===== src/rtl/rotate_sweep_ctrl.sv =====
// Sequencer feeding a 16-bit barrel rotator: latches a pattern, then steps
// the rotate amount on a prescaled tick (continuous / ping-pong) or on
// explicit step pulses, so the rotator output animates.
module rotate_sweep_ctrl #(
    parameter int TICK_DIV = 50000000,
    parameter int DIV_W    = 26
) (
    input  logic        clk,
    input  logic        rst_n,
    input  logic        start,
    input  logic        stop,
    input  logic [1:0]  mode,
    input  logic        step,
    input  logic        dir,
    input  logic [15:0] pattern_in,
    output logic [15:0] num,
    output logic [3:0]  amt,
    output logic        LR,
    output logic        busy,
    output logic        wrap
);

    localparam logic [1:0] IDLE      = 2'd0;
    localparam logic [1:0] RUN       = 2'd1;
    localparam logic [1:0] STEP_WAIT = 2'd2;

    localparam logic [1:0] MODE_RIGHT = 2'b00;
    localparam logic [1:0] MODE_LEFT  = 2'b01;
    localparam logic [1:0] MODE_PING  = 2'b10;
    localparam logic [1:0] MODE_STEP  = 2'b11;

    localparam logic [DIV_W-1:0] TICK_LAST = DIV_W'(TICK_DIV - 1);

    logic [1:0]       state_q, state_d;
    logic [1:0]       mode_q, mode_d;
    logic [DIV_W-1:0] presc_q, presc_d;
    logic [15:0]      num_q, num_d;
    logic [3:0]       amt_q, amt_d;
    logic             lr_q, lr_d;
    logic             busy_q, busy_d;
    logic             wrap_q, wrap_d;
    logic             tick;

    // The prescaler reaching its last count marks one automatic advance.
    assign tick = (presc_q == TICK_LAST);

    // Next-state decode: stop beats start, start beats any advance.
    always_comb begin
        state_d = state_q;
        mode_d  = mode_q;
        presc_d = presc_q;
        num_d   = num_q;
        amt_d   = amt_q;
        lr_d    = lr_q;
        busy_d  = busy_q;
        wrap_d  = 1'b0;

        if (stop) begin
            state_d = IDLE;
            busy_d  = 1'b0;
            presc_d = '0;
        end else if (start) begin
            num_d   = pattern_in;
            amt_d   = 4'd0;
            presc_d = '0;
            mode_d  = mode;
            lr_d    = (mode == MODE_LEFT);
            busy_d  = 1'b1;
            state_d = (mode == MODE_STEP) ? STEP_WAIT : RUN;
        end else begin
            case (state_q)
                RUN: begin
                    if (tick) begin
                        presc_d = '0;
                        amt_d   = amt_q + 4'd1;
                        if (amt_q == 4'd15) begin
                            wrap_d = 1'b1;
                            if (mode_q == MODE_PING) begin
                                lr_d = ~lr_q;
                            end
                        end
                    end else begin
                        presc_d = presc_q + DIV_W'(1);
                    end
                end
                STEP_WAIT: begin
                    presc_d = '0;
                    if (step) begin
                        amt_d  = amt_q + 4'd1;
                        lr_d   = dir;
                        wrap_d = (amt_q == 4'd15);
                    end
                end
                default: begin
                    presc_d = '0;
                end
            endcase
        end
    end

    // State and output registers; reset clears everything at once.
    always_ff @(posedge clk or negedge rst_n) begin
        if (!rst_n) begin
            state_q <= IDLE;
            mode_q  <= MODE_RIGHT;
            presc_q <= '0;
            num_q   <= 16'd0;
            amt_q   <= 4'd0;
            lr_q    <= 1'b0;
            busy_q  <= 1'b0;
            wrap_q  <= 1'b0;
        end else begin
            state_q <= state_d;
            mode_q  <= mode_d;
            presc_q <= presc_d;
            num_q   <= num_d;
            amt_q   <= amt_d;
            lr_q    <= lr_d;
            busy_q  <= busy_d;
            wrap_q  <= wrap_d;
        end
    end

    assign num  = num_q;
    assign amt  = amt_q;
    assign LR   = lr_q;
    assign busy = busy_q;
    assign wrap = wrap_q;

endmodule


===== config.mk =====
export PLATFORM = sky130hd
export DESIGN_NAME = rotate_sweep_ctrl
export DESIGN_NICKNAME = d
export VERILOG_FILES = /design/src/rtl/rotate_sweep_ctrl.sv
export SDC_FILE = /design/constraint.sdc
export NUM_CORES = 1
export LEC_CHECK = 0
export CAP_MARGIN = 20
export CORE_UTILIZATION = 55
export CTS_CLUSTER_DIAMETER = 120
export CTS_CLUSTER_SIZE = 8
export DETAILED_ROUTE_END_ITERATION = 12
export HOLD_SLACK_MARGIN = 0.03
export MAX_ROUTING_LAYER = met4
export PLACE_DENSITY = 0.84
export SYNTH_ARGS = -nofsm -noshare
export SYNTH_HDL_FRONTEND = slang
export SYNTH_SLANG_ARGS = --single-unit

===== constraint.sdc =====
create_clock -name clk -period 3.6 [get_ports clk]
set_clock_uncertainty 0.05 [all_clocks]
set_input_delay 0.54 -clock clk [delete_from_list [all_inputs] [get_ports clk]]
set_output_delay 0.54 -clock clk [all_outputs]
set_load 0.01 [all_outputs]

==> metrics.txt <==
die area 4830 um2; PD cells 413 nW/um2; Core Util, Final 0.715; worst-path fanout max 25; period utilization 0.698; vias in the first global route 1892; Post-Syn Area 2500 um2; worst slew pin tran 0.851 ns; detailed-route wire length 4.90 mm; WL/cell 14.5 um; reg2reg setup slack 1.09 ns; Leak 0.00126 uW; WP buf/inv 0; die height 69.5 um; Root Driver clkbuf_8; crit path from presc_q[16]; required time worst endpoint 3.71 ns; # DRC 0; commonest non-fill, non-tap cell in the layout dfrtp_1; post-detail-place hpwl 3.42 mm; met3 global-route usage 0.0451; arrival time worst endpoint 2.62 ns; NetSw 351 uW; most frequent cells in the layout 53 x dfrtp_1, 45 x clkdlybuf4s50_1, 44 x nor2_1; clock power share 0.280; Area contributors post-synth dfrtp_1 53%, mux2_2 8.5%, nor2_1 6.6%; DR pass1 iterations 4; CP Class reg -> reg; Max Cap Viol 0; hold slack 0.237 ns; # IOs 47; first-pass GRT wire length 8.63 mm; DR vias 1827; combinational power share 0.189; Hold Crit Class in -> async; Max Fclk 0.398 GHz; relative slew slack 0.431; slowest CP cell nand2_1; CP cell instances or4_4 -> nor4_4 -> a31oi_4 -> nand2_1 -> nor2_1; gr busiest metal met2; Starting Density 0.575; Syn Nets 263; CTS buffer count 5; CP delay by family, top simple AND/OR/NAND/NOR gates; P_int 933 uW; synth warn 0; met2 Usage GRT 0.361; worst r2r src presc_q[16]; Port Buf Inserts 46; Period minus WS final 2.51 ns; Avg Cell Area, Syn 10.7 um2; routed vias/inst 5.42; Seq pwr share 0.531; status complete, no violations; CTS tree built; Placeable Area 4350 um2; Resized cells post-CTS 0; CTS Hold Bufs 0; Clk Latency, worst-skew pair 0.31 ns; delay of the slowest critical-path stage 0.64 ns; GR Overflow Total 0; met1 GRT Util 0.305; Routed Antenna Nets 0; 1st-iter DRT viols 111; library cells used by synthesis 32; share of layout cells above drive strength 1 0.123; Die W 69.5 um; H-tree depth 2; setup tns final 0 ns; Synth top area share 0.530; Worst setup SP type flip-flop; initial antenna violation count 0; Clock Sinks 53; final hold violations 0; Post-CTS Setup Bufs 0; Post-Syn Instances 235; Slew Limit Fails 0; CTS clock-pin slew for the worst setup and hold paths 0.11 ns; maximum vdd drop 274 uV; Area Growth Syn to Fin 24.3%; Clock Tree Buf Depth 2; Post-Layout Cell Count 337; RePlAce Congestion 0.824; Seq cells post-synth 53; switch share 0.273; Inst Count DP 329; Final #Nets 312; largest net degree at the start of global routing 35; leading area contributor after synthesis dfrtp_1; diodes inserted 0; FP Rows 24; CP endpoint kind flip-flop; unrepaired setup endpoints after global routing false; overall routing resource usage 0.230; Setup Viol. Count Final 0; sequential fraction of the synthesis area 0.530
-- metal layers --
layer,up-vias,share of wire
li1,907,-
met1,867,0.46
met2,45,0.49
met3,8,0.037
met4,0,0.014
met5,-,0
-- power groups by stage --
| stage | logic [uW] | registers, uW | clock network [uW] |
|---|---|---|---|
| 3_3_place_gp | 238 | 690 | 0 |
| 6_report | 242 | 682 | 360 |
| 3_5_place_dp | 244 | 693 | 0 |
| 5_1_grt | 262 | 690 | 392 |
| 4_1_cts | 245 | 682 | 370 |
| 2_1_floorplan | 79.4 | 708 | 0 |
-- final timing paths --
check,to,cells past startpoint
max,presc_q[6],5
min in group clk,presc_q[0],1
max reg2reg,presc_q[6],5
max in group asynchronous,presc_q[10],2
min reg2reg,presc_q[0],1
min,num[6],1
-- sequential cells by signal, indices dropped and copies added (netlist names) --
signal	count
wrap	1
amt	4
presc_q	26
num	16
LR	1
state_q	2
mode_q	2
busy	1
-- logic make-up (layout without fill, tap and decap cells) --
family / Yosys count / in the layout / share of synthesized area
flops: 53 / 53 / 0.530
fa+ha+maj: 4 / 4 / 0.0200
compound gates: 16 / 16 / 0.0440
xor+xnor: 24 / 24 / 0.0840
mux: 21 / 21 / 0.0935
simple gates: 104 / 104 / 0.208
buf+inv: 13 / 63 / 0.0205
-- synthesized netlist by cell type, drive strengths merged --
cell type / count
dfrtp: 53
nor2: 44
mux2: 19
nand2: 18
xor2: 17
nand4: 12
nand3: 11
inv: 7
xnor2: 7
o21ai: 6
a21oi: 4
and3: 4
clkbuf: 4
ha: 4
and2: 3
a31oi: 2
buf: 2
mux2i: 2
nand2b: 2
nand4b: 2
nor4: 2
nor4b: 2
or3: 2
a311oi: 1
a31o: 1
and4b: 1
o22ai: 1
o41ai: 1
or4: 1
-- layout make-up --
| cell class | instances | area (um2) |
|---|---|---|
| timing repair buffer | 48 | 470 |
| tap | 52 | 65.1 |
| multi-input combinational | 169 | 1130 |
| fill | 311 | 1240 |
| sequential | 53 | 1330 |
| clock buffer | 5 | 68.8 |
| clock inverter | 3 | 28.8 |
| inverter | 7 | 26.3 |
-- worst reg2reg max path: stages (launching register included) --
cell     delay [ns]
dfrtp_1        0.45
or4_4          0.54
nor4_4         0.34
a31oi_4        0.20
nand2_1        0.64
nor2_1         0.14
-- per-stage QoR --
stage	setup WS, ns	power (uW)	area, um2
after floorplan	1.53	787	2500
after CTS	1.07	1300	3110
final	1.09	1280	3110
after global routing	0.907	1350	3110
after detailed placement	1.01	937	3010
after global placement	1.10	927	3010
Power figures use the tool's default switching activity.
